[src/rtl/clk_div_ctrl.sv]
// clk_div_ctrl: programmable 50%-duty clock divider with a tick enable.
// Optional macro CLK_DIV_CTRL_TICK_CNT_EN adds a 16-bit tick counter output.
module clk_div_ctrl #(
  parameter int unsigned DIV_W    = 8,
  parameter int unsigned DEF_HALF = 127
) (
  input  logic             clk_in,
  input  logic             rst,
  input  logic             run,
  input  logic             cfg_valid,
  input  logic [DIV_W-1:0] cfg_half,
  output logic             cfg_ready,
  output logic             clk_out,
  output logic             tick,
  output logic             busy,
  output logic [DIV_W-1:0] cur_half
`ifdef CLK_DIV_CTRL_TICK_CNT_EN
  ,
  output logic [15:0]      tick_cnt
`endif
);

  typedef enum logic [1:0] {
    IDLE = 2'd0,
    RUN  = 2'd1,
    STOP = 2'd2
  } state_e;

  state_e           state_q, state_d;
  logic [DIV_W-1:0] cnt_q, cnt_d;
  logic [DIV_W-1:0] half_q, half_d;
  logic [DIV_W-1:0] pend_half_q, pend_half_d;
  logic             pend_vld_q, pend_vld_d;
  logic             clk_q, clk_d;
  logic             tick_q, tick_d;

  logic count_en;
  logic to_idle;
  logic wrap;
  logic fall;
  logic xfer;

  always_comb begin
    state_d     = state_q;
    cnt_d       = cnt_q;
    half_d      = half_q;
    pend_half_d = pend_half_q;
    pend_vld_d  = pend_vld_q;
    clk_d       = clk_q;
    count_en    = 1'b0;
    to_idle     = 1'b0;

    unique case (state_q)
      IDLE: begin
        cnt_d = '0;
        clk_d = 1'b0;
        if (run) state_d = RUN;
      end
      RUN: begin
        count_en = 1'b1;
        if (!run) state_d = STOP;
      end
      STOP: begin
        if (run) begin
          state_d  = RUN;
          count_en = 1'b1;
        end else if (!clk_q) begin
          // low phase may be cut short; high phase never is
          state_d = IDLE;
          cnt_d   = '0;
          to_idle = 1'b1;
        end else begin
          count_en = 1'b1;
        end
      end
      default: state_d = IDLE;
    endcase

    wrap = count_en && (cnt_q == half_q);
    if (count_en) begin
      if (wrap) begin
        cnt_d = '0;
        clk_d = ~clk_q;
      end else begin
        cnt_d = cnt_q + DIV_W'(1);
      end
    end

    tick_d = wrap && !clk_q;
    fall   = wrap && clk_q;
    xfer   = cfg_valid && !pend_vld_q;

    if ((fall || to_idle) && pend_vld_q) begin
      half_d     = pend_half_q;
      pend_vld_d = 1'b0;
    end

    // xfer implies no pending value, so it never races the apply above
    if (xfer) begin
      if (state_q == IDLE) begin
        half_d = cfg_half;
      end else begin
        pend_half_d = cfg_half;
        pend_vld_d  = 1'b1;
      end
    end
  end

  always_ff @(posedge clk_in) begin
    if (rst) begin
      state_q     <= IDLE;
      cnt_q       <= '0;
      half_q      <= DIV_W'(DEF_HALF);
      pend_half_q <= '0;
      pend_vld_q  <= 1'b0;
      clk_q       <= 1'b0;
      tick_q      <= 1'b0;
    end else begin
      state_q     <= state_d;
      cnt_q       <= cnt_d;
      half_q      <= half_d;
      pend_half_q <= pend_half_d;
      pend_vld_q  <= pend_vld_d;
      clk_q       <= clk_d;
      tick_q      <= tick_d;
    end
  end

`ifdef CLK_DIV_CTRL_TICK_CNT_EN
  logic [15:0] tick_cnt_q, tick_cnt_d;

  always_comb begin
    tick_cnt_d = tick_cnt_q;
    if (tick_d) tick_cnt_d = tick_cnt_q + 16'd1;
  end

  always_ff @(posedge clk_in) begin
    if (rst) tick_cnt_q <= '0;
    else     tick_cnt_q <= tick_cnt_d;
  end

  assign tick_cnt = tick_cnt_q;
`endif

  assign cfg_ready = ~pend_vld_q;
  assign clk_out   = clk_q;
  assign tick      = tick_q;
  assign busy      = (state_q != IDLE);
  assign cur_half  = half_q;

endmodule

[config.mk]
export PLATFORM = sky130hd
export DESIGN_NAME = clk_div_ctrl
export DESIGN_NICKNAME = d
export VERILOG_FILES = /design/src/rtl/clk_div_ctrl.sv
export SDC_FILE = /design/constraint.sdc
export NUM_CORES = 1
export LEC_CHECK = 0
export ABC_AREA = 1
export CAP_MARGIN = 25
export CORE_MARGIN = 3
export CORE_UTILIZATION = 55
export DETAILED_ROUTE_END_ITERATION = 8
export GPL_TIMING_DRIVEN = 0
export PLACE_DENSITY = 0.81
export RECOVER_POWER = 100
export SLEW_MARGIN = 30
export SYNTH_ARGS = -nofsm -noshare
export SYNTH_HDL_FRONTEND = slang
export SYNTH_SLANG_ARGS = --single-unit
[constraint.sdc]
create_clock -name clk_in -period 3.35 [get_ports clk_in]
set_clock_uncertainty 0.2 [all_clocks]
set_input_delay 1.005 -clock clk_in [delete_from_list [all_inputs] [get_ports clk_in]]
set_output_delay 1.005 -clock clk_in [all_outputs]
set_load 0.02 [all_outputs]
* After elaboration in Yosys (flattened, before gate mapping) *
Index checks and enable logic that the tools add are counted.

word-level totals
  register bits = 29
  input port bits = 12
  output and inout port bits = 12
  logic and storage cells = 58

cells by class
  reduce and logical (&&, ||, !) cells = 14
  bitwise gates (word level) = 3
  muxes and demuxes = 25
  $add $sub $neg = 1
  equal/unequal tests = 8

operator list
  cell                                           count
  two-way mux 8 bit                              7
  case mux 8 bit (2 select lines)                1
  two-way mux 1 bit                              11
  != test 3 bit, second input constant           3
  adder 8 x 1 -> 8 bit, second input constant    1
  == test 8 bit                                  1
  two-way mux 2 bit                              4
  case mux 2 bit (3 select lines)                1
  AND reduction 3 bit                            2
  logical AND 1 bit                              5
  != test 2 bit, second input constant           2
  inverter 1 bit                                 3
  nonzero test 3 bit                             1
  == test 2 x 1 -> 1 bit, second input constant  1
  == test 2 bit, second input constant           1
  zero test 1 bit                                2
  zero test 2 bit                                1
  case mux 1 bit (2 select lines)                1
  AND reduction 2 bit                            1
  nonzero test 2 bit                             1
  logical OR 1 bit                               1

* Logic depth before layout (Yosys ltp) *
  depth in word-level cells = 10
  mapped depth = 13
  gate-level depth less buffers = 13

* Worst setup path after synthesis *
Ideal clock, no wire load.

  path kind = input to register
  start point = in run
  end point = reg half_q[7] (netlist: cur_half[7])
  path slack = 1.268 ns
  path buffers = 1
  data required time = 3.041 ns
  stages = 11
  library setup time = 0.109 ns
  data arrival time = 1.774 ns
  cells stage by stage = o21ai_1 nand2_1 nand2_1 inv_2 nand3_2 nand2_2 buf_6 nand4_4 nand3_2 nand2_1 inv_1

between the ends
  cells in the longest elaborated chain, start to end = 9
  elaborated cells on any way between the ends = 11
  those cells by class = mux: 7; reduce/logical: 4

ends and longest elaborated chain
  element                          RTL line  source
  start, declared                  9         input logic run,
  two-way mux 1 bit                64        if (run) begin
  case mux 1 bit (2 select lines)  53        unique case (state_q)
  logical AND 1 bit                79        wrap = count_en && (cnt_q == half_q);
  logical AND 1 bit                90        fall = wrap && clk_q;
  logical OR 1 bit (*)             93        if ((fall || to_idle) && pend_vld_q) begin
  logical AND 1 bit (*)            93
  two-way mux 8 bit (*)            93
  two-way mux 8 bit                100       if (state_q == IDLE) begin
  two-way mux 8 bit (*)            99        if (xfer) begin
  end signal, assigned             113       half_q <= DIV_W'(DEF_HALF);
  end signal, assigned             121       half_q <= half_d;
  end, declared                    31        logic [DIV_W-1:0] half_q, half_d;

Every way passes the cells marked *; elsewhere a longest branch is shown, timed or not.
A chain may end at the register's enable or synchronous reset.

* Final worst setup path *
  start point = reg state_q[0]
  end point = out busy

between the ends
  cells in the longest elaborated chain, start to end = 1

ends and longest elaborated chain
  element                 RTL line  source
  start, declared         29        state_e state_q, state_d;
  start signal, assigned  119       state_q <= state_d;
  nonzero test 2 bit      148       assign busy = (state_q != IDLE);
  end, declared           15        output logic busy,

No other way between the ends.

==> run summary <==
syn_area_per_cell: 6.956 sq um
CP max FO: 5
WHS Path Cells: 2
cts bufs inserted: 5
vias in the first global route: 1281
WL/cell: 11.03 microns
R2R depth: 12
Area contributors post-synth: dfxtp_1 (36%), nand2_1 (16%), inv_1 (7.8%)
hold bufs inserted after CTS: 0
crit path DAT: 1920 ps
Slew headroom: 67.00%
Worst-path clk slew: 80 ps
Tcrit/Tclk final: 93.28%
Ports: 24
Slew Viols, Final: 0
GP Congestion: 0.8796
CP endpoint kind: primary output
CP Launch Type: register
hold worst-path end: pend_half_q[6]
Hold Path Origin: pend_half_q[6]
post-cts sizing count: 0
first-pass GRT wire length: 5595 microns
aggregate routed wire length: 3264 microns
LEAKAGE: 0.8840 nW
Distinct cells, synth: 29
cell with the most instances after synthesis: nand2_1
H-tree depth: 2
# diodes: 0
worst-skew pair later-pin latency: 340 ps
pin count of the biggest net entering global routing: 11
DRT Pass-1 Iters: 4
Setup TNS Final: 0 ps
I/O Buffers: 23
Power per Cell Area: 499.2 mW/mm^2
vias per inst: 4.973
placed insts: 288
final setup violation count: 0
HPWL Detailed: 2550 microns
die width: 60.40 microns
initial antenna violation count: 0
Worst R2R End: cur_half[2]
area leader, netlist: dfxtp_1
worst-case clock buffer depth: 2
Via Count: 1472
maximum clock frequency: 0.3200 GHz
Slew @ Worst Pin: 494.9 ps
Top Family by Delay on Critical Path: buffers and inverters
CP Cell Sequence: inv_1, ha_1, inv_2, dlygate4sd3_1
total core area: 0.002781 sq mm
Async S/R FF share, synth: 0%
Synth Warn #: 0
Starting Density: 58.52%
Layout Cells excl Fill: 296
layout cell share with drive strength beyond 1: 7.925%
Total GRT Usage: 20.72%
first-iteration detailed-routing DRC count: 51
Cell Area, Synth: 0.001628 sq mm
Setup Fix Bufs, Post-CTS: 0
post-layout net count: 282
status: finished clean
Cells after Synth: 234
Worst Path Buf+Inv: 3
CTS root buf: clkbuf_4
grt ovf: 0
number of synthesized flops with an enable pin: 0
Num Clock Sinks: 29
area of the die: 0.003648 sq mm
area delta synth->final: 18.37%
Hold Fails Final Rpt: 0
CP max-delay cell: dlygate4sd3_1
biggest cell delay along the critical path: 690 ps
Hold/Removal Path Class: register to register
max-cap violations: 0
register-to-register setup slack: 1170 ps
required time worst endpoint: 2140 ps
DRC: 0
crit path time final: 3125 ps
FF-to-FF Start: state_q[0]
Yosys reg bits: 29
synth cell count leaders: nand2_1 (68), inv_1 (34), dfxtp_1 (29)
Yosys top cell area share: 35.66%
number of routed nets with antenna violations: 0
Vert. Die Dim: 60.40 microns
unrepaired setup endpoints after global routing: false
syn_nets: 252
sequential area share after synthesis: 35.66%
Primary FF master, synth: dfxtp_1
worst-case vdd ir drop: 0.4116 mV
FP Rows: 19
WS Path Type: register to primary output
CP Launch Point: state_q[0]
TritonCTS clock tree: built
-- power breakdown --
| part | total, W | switching (W) | leakage [nW] | internal (W) |
|---|---|---|---|---|
| combinational | 0.000337 | 0.000200 | 0.615 | 0.000137 |
| sequential | 0.000421 | 0.0000316 | 0.237 | 0.000389 |
| clock | 0.000204 | 0.000124 | 0.0320 | 0.0000797 |
-- flip-flops by register name, summed over array words and instances (netlist names) --
register,cells
clk_out,1
cnt_q,8
cur_half,8
pend_half_q,8
pend_vld_q,1
state_q,2
tick,1
-- metrics by stage --
step / instance area (sq um) / util, % / setup slack (ps) / total power (W) / hold WS (ps)
2_1_floorplan: 1628 / - / 1268 / 0.0006681 / 230.0
3_5_place_dp: 1897 / 68.20 / 551.8 / 0.0007822 / 251.4
6_report: 1927 / 69.28 / 225.0 / 0.0009619 / 262.4
4_1_cts: 1948 / 70.04 / 271.9 / 0.0009845 / 263.2
5_1_grt: 1927 / 69.28 / 97.84 / 0.001033 / 293.0
3_3_place_gp: 1897 / 68.20 / 585.0 / 0.0007756 / 243.2
-- area by class of cell --
| cell class | instances | area [sq um] |
|---|---|---|
| fill | 267 | 854.6 |
| multi-input combinational | 157 | 813.3 |
| sequential | 29 | 580.6 |
| timing repair buffer | 23 | 230.2 |
| inverter | 43 | 175.2 |
| clock buffer | 6 | 41.29 |
| tap | 31 | 38.79 |
| buffer | 5 | 37.54 |
| clock inverter | 2 | 10.01 |
-- cells in the final DEF (no fill, tap or decap), drive strengths merged, types with 8 or more instances in the layout --
cell type / Yosys / routed
inv: 41 / 41
nand4: 8 / 8
nand2: 70 / 70
o21ai: 17 / 17
dfxtp: 29 / 29
nand3: 18 / 18
nor2: 9 / 9
clkdlybuf4s50: 0 / 9
clkbuf: 2 / 10
a21oi: 20 / 20
dlygate4sd3: 0 / 14
-- tightest hold or removal path: stages, from the launching register on --
cell and delay, ps:
dfxtp_1 300, inv_1 60, a21oi_1 60
-- routing by layer --
metal | track usage [%] | routed length (microns) | share of wire (%)
met5 | 0 | 0 | 0
met4 | 7.595 | 54 | 1.7
met3 | 7.234 | 134 | 4.1
met2 | 33.02 | 1472 | 45
met1 | 25.88 | 1602 | 49
-- how the worst max path moves through the flow --
| stage | endpoint | slack, ps | depth (start not counted) |
|---|---|---|---|
| floorplan | cur_half[7] | 1270 | 11 |
| global placement | cur_half[7] | 580 | 7 |
| detailed placement | cur_half[7] | 550 | 12 |
| CTS | busy | 270 | 4 |
| global route | busy | 100 | 4 |
| finish | busy | 220 | 4 |
-- kinds of logic after synthesis --
family,synth area share (%)
AO/OA/AOI/OAI,12.76
adder cells (fa/ha/maj),4.612
AND/OR/NAND/NOR,30.13
buffers and inverters,13.60
XOR/XNOR,3.228
flip-flops,35.67
(Power assumes the default switching activity.)
